`src/rtl/rom_load_seq.sv`:
```
// ============================================================================
// rom_load_seq -- host ROM download sequencer: program/graphics write steering
// with stall, post-load game reset hold. Option: ROM_LOAD_SEQ_CHECKSUM_EN.
// Revision: 1.0
// ============================================================================
`default_nettype none

module rom_load_seq #(
   parameter int PROG_BYTES = 8192,
   parameter int GFX_BYTES  = 4096,
   parameter int WR_CYCLES  = 2,
   parameter int RST_HOLD   = 16
) (
   input  logic        clk_sys,
   input  logic        reset,
   input  logic        ioctl_download,
   input  logic        ioctl_wr,
   input  logic [7:0]  ioctl_index,
   input  logic [24:0] ioctl_addr,
   input  logic [7:0]  ioctl_dout,
   output logic        ioctl_wait,
   output logic [12:0] rom_addr,
   output logic [7:0]  rom_data,
   output logic        prog_we,
   output logic        gfx_we,
   output logic        game_reset,
   output logic        load_done,
   output logic        load_err,
`ifdef ROM_LOAD_SEQ_CHECKSUM_EN
   output logic [7:0]  checksum,
`endif
   output logic [15:0] byte_count
);

   typedef enum logic [2:0] {
      BOOT  = 3'd0,
      LOAD  = 3'd1,
      WRITE = 3'd2,
      HOLD  = 3'd3,
      RUN   = 3'd4
   } state_t;

   localparam logic [24:0] PROG_LIMIT = 25'(PROG_BYTES);
   localparam logic [24:0] ROM_LIMIT  = 25'(PROG_BYTES + GFX_BYTES);
   localparam logic [12:0] GFX_BASE   = 13'(PROG_BYTES);
   localparam logic [3:0]  WAIT_LOAD  = 4'(WR_CYCLES - 1);
   localparam logic [7:0]  HOLD_LOAD  = 8'(RST_HOLD - 1);

   state_t      state;
   logic [3:0]  wait_cnt;
   logic [7:0]  hold_cnt;

   logic wr_idx0, start, in_range, in_prog, accept, restart;
   assign wr_idx0  = ioctl_wr && (ioctl_index == 8'd0);
   assign start    = ioctl_download && (ioctl_index == 8'd0);
   assign in_range = ioctl_addr < ROM_LIMIT;
   assign in_prog  = ioctl_addr < PROG_LIMIT;
   assign accept   = (state == LOAD) && ioctl_download && wr_idx0 && in_range;
   assign restart  = start && ((state == BOOT) || (state == RUN));

   always_ff @(posedge clk_sys or posedge reset) begin
      if (reset) begin
         state      <= BOOT;
         wait_cnt   <= 4'd0;
         hold_cnt   <= 8'd0;
         ioctl_wait <= 1'b0;
         rom_addr   <= 13'd0;
         rom_data   <= 8'd0;
         prog_we    <= 1'b0;
         gfx_we     <= 1'b0;
         game_reset <= 1'b1;
         load_done  <= 1'b0;
         load_err   <= 1'b0;
         byte_count <= 16'd0;
      end else begin
         prog_we <= 1'b0;
         gfx_we  <= 1'b0;
         case (state)
            BOOT, RUN: begin
               if (restart) begin
                  state      <= LOAD;
                  game_reset <= 1'b1;
                  load_done  <= 1'b0;
                  load_err   <= 1'b0;
                  byte_count <= 16'd0;
               end
            end
            LOAD: begin
               if (!ioctl_download) begin
                  state    <= HOLD;
                  hold_cnt <= HOLD_LOAD;
               end else if (wr_idx0) begin
                  if (in_range) begin
                     state      <= WRITE;
                     wait_cnt   <= WAIT_LOAD;
                     ioctl_wait <= 1'b1;
                     rom_data   <= ioctl_dout;
                     prog_we    <= in_prog;
                     gfx_we     <= !in_prog;
                     rom_addr   <= in_prog ? ioctl_addr[12:0] : ioctl_addr[12:0] - GFX_BASE;
                     if (byte_count != 16'hFFFF)
                        byte_count <= byte_count + 16'd1;
                  end else begin
                     load_err <= 1'b1;
                  end
               end
            end
            WRITE: begin
               // Strobes arriving while stalled are lost; flag them.
               if (wr_idx0)
                  load_err <= 1'b1;
               if (wait_cnt == 4'd0) begin
                  ioctl_wait <= 1'b0;
                  if (ioctl_download) begin
                     state <= LOAD;
                  end else begin
                     state    <= HOLD;
                     hold_cnt <= HOLD_LOAD;
                  end
               end else begin
                  wait_cnt <= wait_cnt - 4'd1;
               end
            end
            HOLD: begin
               if (hold_cnt == 8'd0) begin
                  state      <= RUN;
                  game_reset <= 1'b0;
                  load_done  <= 1'b1;
               end else begin
                  hold_cnt <= hold_cnt - 8'd1;
               end
            end
            default: state <= BOOT;
         endcase
      end
   end

`ifdef ROM_LOAD_SEQ_CHECKSUM_EN
   always_ff @(posedge clk_sys or posedge reset) begin
      if (reset)
         checksum <= 8'd0;
      else if (restart)
         checksum <= 8'd0;
      else if (accept)
         checksum <= checksum + ioctl_dout;
   end
`endif

endmodule

`default_nettype wire

```
`config.mk`:
```
export PLATFORM = sky130hd
export DESIGN_NAME = rom_load_seq
export DESIGN_NICKNAME = d
export VERILOG_FILES = /design/src/rtl/rom_load_seq.sv
export SDC_FILE = /design/constraint.sdc
export NUM_CORES = 1
export LEC_CHECK = 0
export ABC_CLOCK_PERIOD_IN_PS = 2300
export CAP_MARGIN = 20
export CORE_MARGIN = 5
export CORE_UTILIZATION = 30
export CTS_CLUSTER_SIZE = 16
export DETAILED_ROUTE_END_ITERATION = 7
export GPL_TIMING_DRIVEN = 0
export PLACE_DENSITY = 0.63
export REMOVE_ABC_BUFFERS = 1
export SLEW_MARGIN = 15
export SYNTH_ARGS = -nofsm -noshare
export SYNTH_HDL_FRONTEND = slang
export SYNTH_SLANG_ARGS = --single-unit
```
`constraint.sdc`:
```
create_clock -name clk_sys -period 2.3 [get_ports clk_sys]
set_input_delay 0.23 -clock clk_sys [delete_from_list [all_inputs] [get_ports clk_sys]]
set_output_delay 0.23 -clock clk_sys [all_outputs]
set_load 0.03 [all_outputs]
```
Word level (Yosys, flattened, before mapping)
Index checks and enable logic that the tools add are counted.
Widths: inputs -> output; s select.

storage, ports and cells
  word-level logic and storage cells = 105
  flip-flop bits (word level) = 58
  bits of input ports = 45
  output and inout bits = 43

operators by class
  reduce and logical (&&, ||, !) cells = 23
  add/subtract/negate cells = 3
  eq/ne operators = 18
  order comparisons = 2
  muxes and demuxes = 47

operator list
  operator               number
  $mux 16                5
  $lt 25x14->1 const B   2
  $pmux 16 s2            1
  $mux 8                 3
  $pmux 8 s3             1
  $mux 1                 20
  $ne 2x2->1 const B     10
  $mux 3                 6
  $add 16x1->16 const B  1
  $logic_not 8->1        2
  $mux 4                 4
  $ne 16x16->1 const B   1
  $reduce_and 5->1       3
  $pmux 3 s4             1
  $reduce_and 6->1       2
  $pmux 4 s2             1
  $sub 8x1->8 const B    1
  $eq 3x2->1 const B     2
  $ne 3x3->1 const B     2
  $pmux 1 s2             3
  $reduce_and 3->1       2
  $reduce_bool 2->1      3
  $reduce_bool 3->1      2
  $logic_not 4->1        1
  12 further kinds       14

Logic depth before layout (Yosys ltp)
Gate-level depths: netlist of run 1.

  depth in word-level cells = 6
  mapped depth = 8
  depth with buffers taken out = 7

Worst setup path after synthesis of run 1
OpenSTA, ideal clock, no wires.

  path type = register to register
  from = register byte_count[0]
  to = register byte_count[7]
  path slack = 0.197 ns
  path buffers = 2
  data arrival time = 2.025 ns
  clock period less this slack = 2.103 ns
  stages on the path, launching flop included = 9
  cell sequence = dfrtp_1 -> ha_1 -> nand3_1 -> nor3b_2 -> a41o_1 -> buf_2 -> buf_2 -> o31ai_1 -> a21oi_1

between the ends
  cells in the longest elaborated chain, start to end = 6
  elaborated cells on any way between the ends = 9
  classes of those cells = add/sub: 1; eq/ne: 2; mux: 5; reduce/logical: 1

RTL lines
  element                 RTL line  text
  from (decl)             32        output logic [15:0] byte_count
  from (signal assigned)  102       byte_count <= byte_count + 16'd1;
  $add 16x1->16           102
  $mux 16                 101       if (byte_count != 16'hFFFF)
  $mux 16                 93        if (in_range) begin
  $mux 16                 92        end else if (wr_idx0) begin
  $mux 16                 89        if (!ioctl_download) begin
  $pmux 16 s2             78        case (state)

Parallel ways exist; a longest one is shown, timed or not. The select of a mux whose other input is x is not followed.
A chain may end at the register's enable or synchronous reset.

Worst setup path after layout of run 1
  from = register state[0]
  to = register byte_count[8]

between the ends
  cells in the longest elaborated chain, start to end = 5
  elaborated cells on any way between the ends = 14
  classes of those cells = eq/ne: 7; mux: 1; reduce/logical: 6

RTL lines
  element                                        RTL line  text
  from (decl)                                    49        state_t state;
  from (signal assigned)                         63        state <= BOOT;
  from (signal assigned)                         81        state <= LOAD;
  from (signal assigned)                         90        state <= HOLD;
  $eq 3x3->1 or $logic_not 3->1 (tied branches)  59, 78
  $logic_or 1x1->1                               59        assign restart = start && ((state == BOOT) || (state == RUN));
  $logic_and 1x1->1                              59
  $ne 2x2->1 (no source line)                    --
  $reduce_and 6->1 (no source line)              --

Parallel ways exist; a longest one is shown, timed or not.

==> impl_metrics.ini, run 1 <==
[logic_synthesis]
synth-seq-cells = 58
ys_seq_area_share_pct = 48.4
yosysTopAreaCell = dfrtp_1
netlist_instances = 287
synth_warnings = 0
syn_area_per_cell_um2 = 10.4
netlist_area_um2 = 3000
synth.most_common_cell = dfrtp_1
synth_edf_count = 0
synth_area_leaders = dfrtp_1 (48%), mux2_2 (7.1%), o31ai_1 (4.8%)
synthArstFlopShare_pct = 100
ys_top_cells_by_count = dfrtp_1 (57), nand2_1 (25), nor2_1 (20)
synth_cell_types = 53
synth_flop_cell = dfrtp_1
synth_top_area_share_pct = 47.6

[setup_path]
critPathMaxFanout = 22
worstPathCellList = nor3b_4, buf_4, a31oi_4, or4_1, a21oi_1
reg2reg_slack_ns = 0.18
critPathKind = reg2reg
end_kind = register
cp.arrival_ns = 2.39
timing.critical_path.buf_inv = 1
path_delay_family = simple AND/OR/NAND/NOR gates
cp_data_required_time_ns = 2.57
rr_startpoint = state[0]
cpPeakStageDelay_ns = 0.60
slowest_stage = dfrtp_1
r2r_cells = 5
startpoint_type = register
timing.rr.end = byte_count[8]

[floorplan]
die_y_um = 110
coreArea_um2 = 9770
die_w_um = 110
die_area_um2 = 12100
io_pins = 88
initial_core_util_pct = 30.7
fp-row-count = 36

[timing]
relSlewSlack_pct = 49.9
rsz0062_at_grt = false
hold_viol = 0
max_freq_mhz = 472
finalCritPeriodShare_pct = 92.2
finClkSkew_ns = 0.0148
setup_viol = 0
tightest_slew_ns = 0.746
drv_slew = 0
fin_crit_ns = 2.12
setup_slack_ns = 0.180

[drt]
postRouteAntennaNets = 0
drt_wl_total_um = 7730
firstDrtPassIters = 4
wl_per_cell_um = 14.8
drtIter0Drc = 165
viasPerCell = 5.14
drc = 0
route.vias.total = 2681

[cells_and_area]
layout.nets = 434
diodes = 0
area_growth_pct = 41.6
drive_gt1_share_pct = 14.7

[cts]
cts_root_buffer = clkbuf_8
numCtsBuffers = 9
cts_tree = done
postCtsHoldBufs = 0
clock-sinks = 58
clock_latency_ns = 0.34
clkTransAtPathRegs_ns = 0.08
htreeDepth = 3
cts_buffer_depth = 2

[power]
p_leak_nw = 1.74
power_density_nw_per_um2 = 700
vdd_drop_max_mv = 0.325
finalPower_mw = 2.97

[grt]
track_usage_pct = 12.8
use_met3_pct = 3.79
grt_pass1_vias = 2642
antenna_found_initial = 0
grt_start_max_net_pins = 59
grt-ovfl-total = 0
grt_pass1_wl_um = 12500
use_met1_pct = 15.8
use_met2_pct = 21.1
grt_most_used_layer = met2

[place]
gp_congestion = 0.780
hpwl_um = 5500
io_buffers = 87
place_ws_ns = -0.415

[run]
cap_violations = 0

[run_status]
outcome = complete, no violations

[hold_path]
worstHoldPathType = in2async
-- worst max-delay path by stage --
| stage | to | start | slack [ns] | cells after the start |
|---|---|---|---|---|
| global route | byte_count[8] | state[0] | 0.02 | 5 |
| finish | byte_count[8] | state[0] | 0.18 | 5 |
| CTS | byte_count[15] | byte_count[0] | 0.02 | 6 |
| floorplan | rom_addr[0] | state[0] | -0.01 | 4 |
| global placement | rom_addr[5] | ioctl_addr[24] | -0.70 | 5 |
| detailed placement | rom_data[7] | ioctl_addr[24] | -0.41 | 6 |
-- sequential cells by signal, indices dropped and copies added (netlist names) --
| name | count |
|---|---|
| gfx_we | 1 |
| rom_data | 8 |
| game_reset | 1 |
| rom_addr | 13 |
| hold_cnt | 8 |
| load_done | 1 |
| byte_count | 16 |
| wait_cnt | 4 |
| state | 3 |
| ioctl_wait | 1 |
| prog_we | 1 |
| load_err | 1 |
-- layout make-up --
cell class | instances | area, um2
clock inverters | 6 | 42.5
multi-input cells | 206 | 1440
inverters | 14 | 55.1
well taps | 133 | 166
fillers | 952 | 5530
repair buffers | 95 | 951
clock buffers | 10 | 138
flip-flops and latches | 58 | 1450
-- cells in the final DEF (no fill, tap or decap), types with 10 or more instances in the layout --
cell / count
mux2_2: 19
o31ai_1: 19
nand2_1: 25
clkdlybuf4s50_1: 87
a21oi_1: 13
o21ai_0: 14
nor2_1: 20
clkbuf_8: 10
dfrtp_1: 57
nand3_1: 12
inv_1: 13
-- worst reg2reg max path: stages, from the launching register on --
cell and delay (ns):
dfrtp_1 0.60, nor3b_4 0.33, buf_4 0.18, a31oi_4 0.23, or4_1 0.57, a21oi_1 0.15
-- layer usage --
metal | vias to the layer above | wire length (um)
met5 | - | 0
met4 | 0 | 95
met3 | 9 | 482
met2 | 70 | 3860
met1 | 1326 | 3290
li1 | 1276 | -
-- cell families (layout without fill, tap and decap cells) --
kind of cell,Yosys count,in the layout,share of synthesized area (%)
AND/OR/NAND/NOR,102,102,19.3
multiplexers,24,24,8.89
adder cells (fa/ha/maj),5,5,2.09
XOR/XNOR,3,3,0.876
flip-flops,58,58,48.4
AO/OA/AOI/OAI,72,72,16.9
buffers and inverters,23,125,3.50
-- through the flow --
stage | hold WS (ns) | instance area, um2 | TNS (ns) | instances | utilization, %
floorplan | 0.303 | 2950 | -0.210 | 278 | -
global placement | 0.467 | 3980 | -49.14 | 498 | 40.8
detailed placement | 0.469 | 4010 | -10.88 | 499 | 41.1
CTS | 0.393 | 4230 | 0 | 520 | 43.3
global route | 0.441 | 4250 | 0 | 522 | 43.5
finish | 0.376 | 4250 | 0 | 522 | 43.5
-- report_power, final --
part / switching (mW) / leakage, nW / internal [mW]
combinational: 0.497 / 0.885 / 0.395
clock: 0.429 / 0.0882 / 0.419
sequential: 0.122 / 0.762 / 1.11
total: 1.05 / 1.74 / 1.92
-- what timing repair did --
item / CTS / global route
setup endpoints to repair: 27 / 23
gates resized for setup: 0 / 2
pin swaps: 1 / 1
buffers inserted: 5 / 2
cloned: 0 / 0
endpoints found under the hold margin: 0 / 0
Power figures use the tool's default switching activity.
==> run 2: changes to the inputs <==
--- a/config.mk
+++ b/config.mk
@@ -14,6 +14,7 @@
 export GPL_TIMING_DRIVEN = 0
 export PLACE_DENSITY = 0.63
 export REMOVE_ABC_BUFFERS = 1
+export SETUP_SLACK_MARGIN = 0.1
 export SLEW_MARGIN = 15
 export SYNTH_ARGS = -nofsm -noshare
 export SYNTH_HDL_FRONTEND = slang
==> impl_metrics.ini, run 2 (synthesis results as in run 1) <==
[floorplan]
coreArea_um2 = 9770
die_area_um2 = 12100
io_pins = 88
die_y_um = 110
fp-row-count = 36
initial_core_util_pct = 30.7
die_w_um = 110

[place]
io_buffers = 87
hpwl_um = 5500
dpl_cell_area_um2 = 4010
gp_congestion = 0.780
dp_cells = 499

[cts]
cts_tree = done
numCtsBuffers = 9
clock_latency_ns = 0.34
htreeDepth = 3
clock-sinks = 58
clkTransAtPathRegs_ns = 0.07
cts_root_buffer = clkbuf_8
cts_buffer_depth = 2
postCtsHoldBufs = 0

[cells_and_area]
largest_reg_flops = 16
stdcell_count = 523
reg_top3 = byte_count (16), rom_addr (13)
layout.nets = 435
diodes = 0
area_growth_pct = 42.6
final_common_cell = clkdlybuf4s50_1
drive_gt1_share_pct = 15.4
layout_common_cells = clkdlybuf4s50_1 (87), dfrtp_1 (56), nand2_1 (25)
post-route-cell-area_um2 = 4280
largest_register = byte_count
final_util_pct = 43.8

[power]
vdd_drop_max_mv = 0.325
power_density_nw_per_um2 = 700
p_leak_nw = 1.74
finalPower_mw = 2.99

[setup_path]
r2r_cells = 6
reg2reg_slack_ns = 0.29
critPathMaxFanout = 19
end_kind = register
cp.arrival_ns = 2.30
rr_startpoint = byte_count[0]
critPathKind = in2reg
timing.rr.end = byte_count[14]
startpoint_type = input port
cp_data_required_time_ns = 2.51

[grt]
grt_pass1_wl_um = 12500
grt_pass1_vias = 2644
grt_start_max_net_pins = 59
grt-ovfl-total = 0
antenna_found_initial = 0
track_usage_pct = 12.9

[drt]
drt_wl_total_um = 7860
drtIter0Drc = 157
drc = 0
postRouteAntennaNets = 0
wl_per_cell_um = 15.0
viasPerCell = 5.10
route.vias.total = 2667
firstDrtPassIters = 4

[timing]
max_freq_mhz = 479
drv_slew = 0
finalCritPeriodShare_pct = 90.8
finClkSkew_ns = 0.0141
tightest_slew_ns = 0.728
hold_viol = 0
fin_crit_ns = 2.09
rsz0062_at_grt = true
setup_viol = 0
relSlewSlack_pct = 51.5

[hold_path]
worstHoldPathType = in2async

[run]
cap_violations = 0

[run_status]
outcome = complete, no violations
-- run 2: cell count changes in the layout (fill, tap and decap cells not counted), sizes merged --
cell,before,now
a31oi,4,5
-- run 2: metal layers --
metal  share of wire (%)  up-vias  wire length [um]  GRT usage (%)
met3                 5.9        4               464           3.79
met5                   0        -                 0              0
met2                  51       64              4000           21.3
met4                0.70        0                55           4.45
met1                  43     1324              3340           16.0
li1                    -     1275                 -              -
-- run 2: power breakdown --
part	switching, mW	internal, mW
combinational	0.513	0.399
sequential	0.123	1.11
clock	0.427	0.419
total	1.06	1.93
-- run 2: worst max path at each step --
| stage | start | endpoint | slack, ns | depth (start not counted) |
|---|---|---|---|---|
| after CTS | ioctl_addr[24] | rom_data[7] | 0.19 | 6 |
| after global placement | ioctl_addr[24] | rom_addr[5] | -0.70 | 5 |
| final | ioctl_addr[24] | rom_addr[11] | 0.21 | 6 |
| after floorplan | state[0] | rom_addr[0] | -0.01 | 4 |
| after global routing | ioctl_addr[13] | rom_addr[2] | 0.1 | 6 |
| after detailed placement | ioctl_addr[24] | rom_data[7] | -0.41 | 6 |
-- run 2: cell type report --
class	count	area, um2
Inverter	14	55.1
Sequential cell	58	1450
Fill cell	949	5500
Multi-Input combinational cell	207	1470
Clock inverter	6	42.5
Timing Repair Buffer	95	951
Clock buffer	10	138
Tap cell	133	166
-- run 2: stage by stage --
step / hold WS, ns / TNS [ns] / setup slack (ns)
2_1_floorplan: 0.303 / -0.210 / -0.0111
3_3_place_gp: 0.467 / -49.14 / -0.702
3_5_place_dp: 0.469 / -10.88 / -0.415
4_1_cts: 0.393 / 0 / 0.187
5_1_grt: 0.441 / 0 / 0.0999
6_report: 0.375 / 0 / 0.211
-- run 2: what timing repair did --
action                     4_1_cts  5_1_grt
gates cloned                     0        1
pin swaps                        1        3
buffers inserted                 5        2
setup endpoints to repair       43       38
gates resized for setup          3        2
-- run 2: worst max-delay path: stages --
cell	delay, ns
clkdlybuf4s50_1	0.39
nor4_1	0.44
nand3_1	0.32
nor3_4	0.37
buf_16	0.20
mux2_2	0.34
